$ cat src/rtl/tick_pkg.sv
// Shared types and helpers for the tick sequencer: FSM/mode encodings and
// the period clamp applied whenever a period is latched.
package tick_pkg;

  typedef enum logic {
    S_IDLE = 1'b0,
    S_RUN  = 1'b1
  } state_e;

  typedef enum logic {
    MODE_FREE    = 1'b0,
    MODE_ONESHOT = 1'b1
  } mode_e;

  // Limit a requested last-tick index to the deepest tick the sequencer has.
  function automatic int unsigned clamp_period(input int unsigned p,
                                               input int unsigned n_ticks);
    return (p >= n_ticks) ? (n_ticks - 1) : p;
  endfunction

endpackage

$ cat src/rtl/tick_counter.sv
// Tick index up-counter with synchronous clear, enable and a terminal
// compare against a caller-supplied limit.
module tick_counter #(
  parameter int unsigned TICK_W = 3
) (
  input  logic              clk_i,
  input  logic              rst_i,
  input  logic              clr_i,
  input  logic              en_i,
  input  logic [TICK_W-1:0] limit_i,
  output logic [TICK_W-1:0] count_o,
  output logic              at_limit_o
);

  logic [TICK_W-1:0] count_q;
  logic [TICK_W-1:0] count_d;

  always_comb begin
    count_d = count_q;
    if (clr_i) begin
      count_d = '0;
    end else if (en_i) begin
      count_d = count_q + TICK_W'(1);
    end
  end

  always_ff @(posedge clk_i) begin
    if (rst_i) begin
      count_q <= '0;
    end else begin
      count_q <= count_d;
    end
  end

  assign count_o    = count_q;
  assign at_limit_o = (count_q == limit_i);

endmodule

$ cat src/rtl/tick_sequencer.sv
// Per-generation tick phase sequencer: free-run / one-shot tick counting with
// programmable period, stall, one-hot phase decode, wrap/done pulses and epoch count.
module tick_sequencer
  import tick_pkg::*;
#(
  parameter int unsigned N_TICKS = 8,
  parameter int unsigned EPOCH_W = 16,
  localparam int unsigned TICK_W = $clog2(N_TICKS)
) (
  input  logic               clk,
  input  logic               rst,
  input  logic               ena,
  input  logic               start,
  input  logic               stop,
  input  logic               mode,
  input  logic [TICK_W-1:0]  period,
  output logic [TICK_W-1:0]  tick_out,
  output logic [N_TICKS-1:0] tick_onehot,
  output logic               last_tick,
  output logic               wrap,
  output logic               done,
  output logic               busy,
  output logic [EPOCH_W-1:0] epoch
);

  state_e             state_q, state_d;
  mode_e              mode_q, mode_d;
  logic [TICK_W-1:0]  period_q, period_d;
  logic [EPOCH_W-1:0] epoch_q, epoch_d;
  logic               wrap_q, wrap_d;
  logic               done_q, done_d;

  logic               cnt_clr;
  logic               cnt_en;
  logic               at_limit;
  logic [TICK_W-1:0]  tick_q;
  logic [TICK_W-1:0]  period_clamped;

  assign period_clamped = TICK_W'(clamp_period(32'(period), N_TICKS));

  tick_counter #(
    .TICK_W(TICK_W)
  ) u_cnt (
    .clk_i     (clk),
    .rst_i     (rst),
    .clr_i     (cnt_clr),
    .en_i      (cnt_en),
    .limit_i   (period_q),
    .count_o   (tick_q),
    .at_limit_o(at_limit)
  );

  // Priority: stop, then start (restart), then the enabled advance/terminal step.
  always_comb begin
    state_d  = state_q;
    mode_d   = mode_q;
    period_d = period_q;
    epoch_d  = epoch_q;
    wrap_d   = 1'b0;
    done_d   = 1'b0;
    cnt_clr  = 1'b0;
    cnt_en   = 1'b0;
    if (stop) begin
      state_d = S_IDLE;
      cnt_clr = 1'b1;
    end else if (start) begin
      state_d  = S_RUN;
      period_d = period_clamped;
      mode_d   = mode_e'(mode);
      cnt_clr  = 1'b1;
    end else if (state_q == S_RUN && ena) begin
      if (at_limit) begin
        cnt_clr = 1'b1;
        epoch_d = epoch_q + EPOCH_W'(1);
        if (mode_q == MODE_FREE) begin
          wrap_d   = 1'b1;
          period_d = period_clamped;
        end else begin
          done_d  = 1'b1;
          state_d = S_IDLE;
        end
      end else begin
        cnt_en = 1'b1;
      end
    end
  end

  always_ff @(posedge clk) begin
    if (rst) begin
      state_q  <= S_IDLE;
      mode_q   <= MODE_FREE;
      period_q <= '0;
      epoch_q  <= '0;
      wrap_q   <= 1'b0;
      done_q   <= 1'b0;
    end else begin
      state_q  <= state_d;
      mode_q   <= mode_d;
      period_q <= period_d;
      epoch_q  <= epoch_d;
      wrap_q   <= wrap_d;
      done_q   <= done_d;
    end
  end

  always_comb begin
    tick_onehot = '0;
    for (int unsigned i = 0; i < N_TICKS; i++) begin
      tick_onehot[i] = busy && (tick_q == TICK_W'(i));
    end
  end

  assign busy      = (state_q == S_RUN);
  assign tick_out  = tick_q;
  assign last_tick = busy && at_limit;
  assign wrap      = wrap_q;
  assign done      = done_q;
  assign epoch     = epoch_q;

endmodule

$ cat config.mk
export PLATFORM = sky130hd
export DESIGN_NAME = tick_sequencer
export DESIGN_NICKNAME = d
export VERILOG_FILES = /design/src/rtl/tick_pkg.sv /design/src/rtl/tick_counter.sv /design/src/rtl/tick_sequencer.sv
export SDC_FILE = /design/constraint.sdc
export NUM_CORES = 1
export LEC_CHECK = 0
export BUFFER_PORTS_ARGS = -buffer_cell sky130_fd_sc_hd__buf_2
export CAP_MARGIN = 20
export CELL_PAD_IN_SITES_DETAIL_PLACEMENT = 1
export CELL_PAD_IN_SITES_GLOBAL_PLACEMENT = 1
export CORE_MARGIN = 10
export CORE_UTILIZATION = 33
export DETAILED_ROUTE_END_ITERATION = 6
export PLACE_DENSITY_LB_ADDON = 0.1
export RECOVER_POWER = 25
export SYNTH_ARGS = -nofsm -noshare
export SYNTH_HDL_FRONTEND = slang
export SYNTH_HIERARCHICAL = 1
export SYNTH_SLANG_ARGS = --single-unit
$ cat constraint.sdc
create_clock -name clk -period 2 [get_ports clk]
set_input_delay 0.5 -clock clk [delete_from_list [all_inputs] [get_ports clk]]
set_output_delay 0.5 -clock clk [all_outputs]
set_load 0.01 [all_outputs]
### After elaboration in Yosys (flattened, before gate mapping)

Cells that the tools add are included.

| storage, ports and cells | value |
|---|---|
| input bits | 9 |
| register bits after elaboration | 26 |

| cells by class | value |
|---|---|
| multiplexer cells | 18 |
| add/subtract/negate cells | 2 |
| eq/ne operators | 9 |
| bitwise operators | 4 |
| reductions and logical operators | 21 |

Operators by type and width:

| operator | count |
|---|---|
| 16-bit by 1-bit adder with 16-bit output (second input constant) | 1 |
| 1-bit two-way mux | 14 |
| 3-bit == test (second input constant) | 4 |
| 3-bit two-way mux | 4 |
| 1-bit logical AND | 10 |
| 4-bit AND reduction | 2 |
| 3-bit by 2-bit == test with 1-bit output (second input constant) | 2 |
| 2-bit nonzero test | 3 |
| 5-bit OR reduction | 1 |
| 1-bit inverter | 4 |
| 2-bit OR reduction | 2 |
| 3-bit by 1-bit adder with 3-bit output (second input constant) | 1 |
| 3-bit by 1-bit == test with 1-bit output (second input constant) | 1 |
| 3-bit == test | 1 |
| 3-bit zero test | 1 |
| 3-bit AND reduction | 1 |
| 2-bit != test (second input constant) | 1 |
| 2-bit AND reduction | 1 |

### Longest topological paths before layout

| depth | value |
|---|---|
| depth after elaboration | 6 |
| depth in mapped cells | 7 |
| depth with buffers taken out | 6 |

### By module

Netlist, hierarchy kept.

Modules (own cells, without submodules):

| module | area each (sq um) | sequential area each (sq um) | times used | cells each |
|---|---|---|---|---|
| tick_sequencer | 1104.8 | 460.4 | 1 | 128 |
| tick_counter | 162.7 | 60.1 | 1 | 16 |

### Worst setup path after synthesis

OpenSTA, ideal clock, no wires.

| timing path | value |
|---|---|
| path type | register to register |
| start point | register u_cnt.count_q[0], in the netlist u_cnt/count_o[0] |
| end point | register epoch_q[12], in the netlist epoch[12] |
| buffers on the path | 1 |
| setup slack | -44 ps |
| period minus slack after synthesis | 2044 ps |
| stages on the path, launching flop included | 8 |
| data arrival time | 1973 ps |
| setup time | 71 ps |
| path through | dfxtp_1 > xor2_1 > nor3_1 > and3_1 > buf_6 > nand2_4 > or4_1 > a21oi_1 |

| between the ends | value |
|---|---|
| cells in the longest elaborated chain, start to end | 2 |

Ends and longest elaborated chain:

| what | line | text |
|---|---|---|
| start, declared | tick_counter.sv:15 | `logic [TICK_W-1:0] count_q;` |
| start signal, assigned | tick_counter.sv:31 | `count_q <= count_d;` |
| 3-bit == test | tick_counter.sv:36 | `assign at_limit_o = (count_q == limit_i);` |
| net at_limit | tick_sequencer.sv:35 | `logic at_limit;` |
| 4-bit AND reduction (no source line) | -- |  |
| end signal, assigned | tick_sequencer.sv:100 | `epoch_q <= epoch_d;` |
| end, declared | tick_sequencer.sv:29 | `logic [EPOCH_W-1:0] epoch_q, epoch_d;` |

The timed path passes the listed nets, and every way through them passes these cells.
A chain may end at the register's enable or synchronous reset.

### Final worst setup path

| timing path | value |
|---|---|
| start point | register u_cnt.count_q[2], in the netlist u_cnt/count_o[2] |
| end point | output port last_tick |

| between the ends | value |
|---|---|
| cells in the longest elaborated chain, start to end | 2 |

Ends and longest elaborated chain:

| what | line | text |
|---|---|---|
| 3-bit == test | tick_counter.sv:36 |  |
| net at_limit | tick_sequencer.sv:35 |  |
| 1-bit logical AND | tick_sequencer.sv:115 | `assign last_tick = busy && at_limit;` |
| end, declared | tick_sequencer.sv:19 | `output logic last_tick,` |

The timed path passes the listed nets, and every way through them passes these cells.

==> results.py <==
metrics = {
    "synth": {
        "yosysWarningCount": 6,
        "post_synth_xor_area_fraction_pct": 9.67,
        "synthDominantCellAreaShare_pct": 41.1,
        "synth_compound_gate_area_share_pct": 6.22,
        "synth_top_family_by_area": "simple AND/OR/NAND/NOR gates",
        "syn-cell-area_mm2": 0.00127,
        "synth.top_cells.by_area": "dfxtp_1 (41%), nor2_1 (7.7%), xor2_1 (5.5%), xnor2_1 (4.1%), nand4_1 (3.5%)",
        "portion_of_netlist_area_occupied_by_mux_cells_pct": 4.94,
        "synth_fp_nets": 155,
        "yosys.area.top_type": "dfxtp_1",
        "postSynthAreaPerCell_um2": 8.80,
        "number_of_enable_flip_flop_cells_after_synthesis": 0,
        "async_flop_share_pct": 0,
        "netlist-cell-type-count": 38,
        "post_synth_most_frequent_cells": "dfxtp_1 (26), nor2_1 (26), xor2_1 (8)",
        "post_synth_fa_ha_maj_area_fraction_pct": 1.97,
        "synthSimpleGateAreaFrac_pct": 34.1,
        "synth_top_flop_cell": "dfxtp_1",
        "synth.yosys.seq_area_share_pct": 41.1,
        "yosys_register_bits": 26,
        "syn-instance-count": 144,
    },
    "clock_tree": {
        "cts_tree": "built",
        "clkSlewWorstSetupHoldPaths_ns": 0.09,
        "clock-root-buffer": "clkbuf_8",
        "htreeDepth": 1,
        "clockBufferDepth": 2,
        "cts.hold.buffers_added": 0,
        "clk-insertion-delay-late_ns": 0.28,
        "clock_sinks": 26,
        "cts_inserted_buffers": 3,
    },
    "grt": {
        "grt_max_degree": 27,
        "grt_pass1_wl_um": 6210,
        "grt.total_usage_pct": 11.8,
        "grt_pass1_vias": 1268,
        "globalRouteOverflowTotal": 0,
        "antenna_found_initial": 0,
    },
    "timing": {
        "hold_viol": 0,
        "timing.final.crit_period_ns": 1.92,
        "timing.final.setup_violations": 0,
        "worst-slew-pin-transition_ns": 1.15,
        "fin_worst_skew_ns": 0.00251,
        "timing_max_transition_violations_final": 0,
        "final.period_utilization_pct": 96.0,
        "maxClockFrequency_mhz": 521,
        "relSlewSlack_pct": 23.2,
        "final_critical_path_setup_slack_ns": 0.0797,
    },
    "critical_path": {
        "timing.critical_path.slowest_cell_delay_ns": 0.33,
        "r2r-end": "epoch[9]",
        "crit_type": "reg2out",
        "setup.worst_path.end_class": "output port",
        "cp.required_ns": 1.50,
        "ff2ff_path_depth": 7,
        "r2r_slack_ns": 0.08,
        "critPathArrivalTime_ns": 1.42,
        "cp_num_cells": 4,
        "critical_path.cell_chain": "xor2_1 -> nor3_2 -> and2_1 -> buf_2",
        "crit_buf_inv": 1,
        "startpoint_type": "flip-flop",
        "path_max_fanout": 5,
        "reg2reg_from": "u_cnt/count_o[2]",
        "slowest_stage": "dfxtp_1",
        "cpLargestDelayFamily": "simple AND/OR/NAND/NOR gates",
    },
    "pwr": {
        "power.density_cell_area_mw_per_mm2": 557,
        "vdd_drop_max_v": 0.000311,
        "total_power_uw": 904,
        "leakagePower_uw": 0.000672,
    },
    "run": {
        "max_cap_viols": 0,
    },
    "detailed_routing": {
        "firstDrtPassIters": 4,
        "dr_drc_count": 0,
        "finalWirelength_um": 3790,
        "avgViaCountPerCell": 5.03,
        "vias": 1201,
        "first_iter_violations": 34,
        "post_drt_wl_per_cell_um": 15.8,
        "detail-route-antenna-nets": 0,
    },
    "layout": {
        "nFillCells": 477,
        "antenna_cells": 0,
        "syn_to_final_growth_pct": 28.1,
        "post_route_cells_drive_above_1_share_pct": 28.3,
        "design.final.nets": 204,
        "final_cell_area_mm2": 0.00162,
    },
    "hold_path": {
        "whs_path_depth": 3,
        "tightest_hold_check_type": "in2reg",
        "worstHoldStart": "period[2]",
        "worstHoldEndpoint": "period_q[2]",
    },
    "floorplan": {
        "x_dimension_of_the_die_um": 82.0,
        "placementRows": 22,
        "ios": 40,
        "die_area_mm2": 0.00672,
        "die_h_um": 82.0,
        "floorplan.initialDensity_pct": 34.4,
        "core_mm2": 0.00369,
    },
    "placement": {
        "post_dp_cell_area_mm2": 0.00156,
        "place_hpwl_um": 2820,
        "place_worst_setup_slack_ns": 0.134,
        "io_buffer_count": 39,
        "place.gp.congestion": 0.740,
    },
    "status": {
        "status": "completed",
    },
}
[worst max path at each step]
stage	start	to	slack [ns]
final	u_cnt/count_o[2]	last_tick	0.08
after global routing	u_cnt/count_o[2]	epoch[9]	-0.002
after CTS	u_cnt/count_o[1]	last_tick	0.09
after detailed placement	u_cnt/count_o[1]	epoch[14]	0.13
after global placement	stop	epoch[12]	0.18
after floorplan	u_cnt/count_o[1]	epoch[12]	0.06
[registers in the layout (all words and copies together), names as in the netlist]
name	count
wrap	1
mode_q	1
done	1
u_cnt/count_o	3
busy	1
period_q	3
epoch	16
[metrics by stage]
| stage | setup TNS, ns | instances | utilization, % | hold WS [ns] |
|---|---|---|---|---|
| after global routing | -0.00233 | 239 | 44.0 | 0.459 |
| after global placement | 0 | 234 | 42.2 | 0.479 |
| after CTS | 0 | 237 | 43.4 | 0.459 |
| final | 0 | 239 | 44.0 | 0.458 |
| after floorplan | 0 | 144 | - | 0.446 |
| after detailed placement | 0 | 234 | 42.2 | 0.492 |
[logic make-up (layout without fill, tap and decap cells)]
logic type / after synthesis / in the layout
adder cells (fa/ha/maj): 2 / 2
flip-flops: 26 / 26
buffers and inverters: 5 / 52
multiplexers: 6 / 6
AND/OR/NAND/NOR: 78 / 78
XOR/XNOR: 14 / 14
AO/OA/AOI/OAI: 13 / 13
[layout make-up]
cell class                 instances  area, um^2  share of cell area [%]
multi-input combinational        113         751                    46.2
timing repair buffer              48         246                    15.2
inverter                           1        3.75                   0.231
sequential                        26         522                    32.1
clock buffer                       3        41.3                    2.54
tap                               48        60.1                    3.70
[power breakdown]
| part | switching, uW | internal, uW | total [uW] |
|---|---|---|---|
| Clock | 170 | 136 | 306 |
| Combinational | 39.7 | 29.7 | 69.4 |
| Sequential | 5.77 | 523 | 529 |
| Total | 216 | 688 | 904 |
[layout by cell type, fill, tap and decap left out, types with 6 or more instances in the layout]
| master | count |
|---|---|
| clkbuf_1 | 13 |
| nand4_1 | 7 |
| nor2_1 | 25 |
| xnor2_1 | 6 |
| xor2_1 | 8 |
| nand2_1 | 7 |
| dfxtp_1 | 25 |
| buf_2 | 26 |
| nor3_1 | 6 |
| buf_4 | 9 |
[tightest hold or removal path, delay by kind of cell]
kind                   cells  cell delay (ns)
and+or+nand+nor            1             0.07
muxes                      1             0.06
buffers and inverters      1             0.08
[metal layers]
| metal | up-vias | track usage, % | part of all wire, % |
|---|---|---|---|
| met5 | - | 0 | 0 |
| met4 | 0 | 5.10 | 1.7 |
| met3 | 6 | 3.71 | 6.4 |
| met2 | 28 | 19.0 | 45 |
| met1 | 564 | 14.0 | 47 |
| li1 | 603 | - | - |
[what timing repair did]
item                       in CTS  in global routing
setup endpoints to repair       0                  9
resized for setup               0                  7
buffers inserted                0                  2
Note: power is estimated with default switching activity, not from simulation.
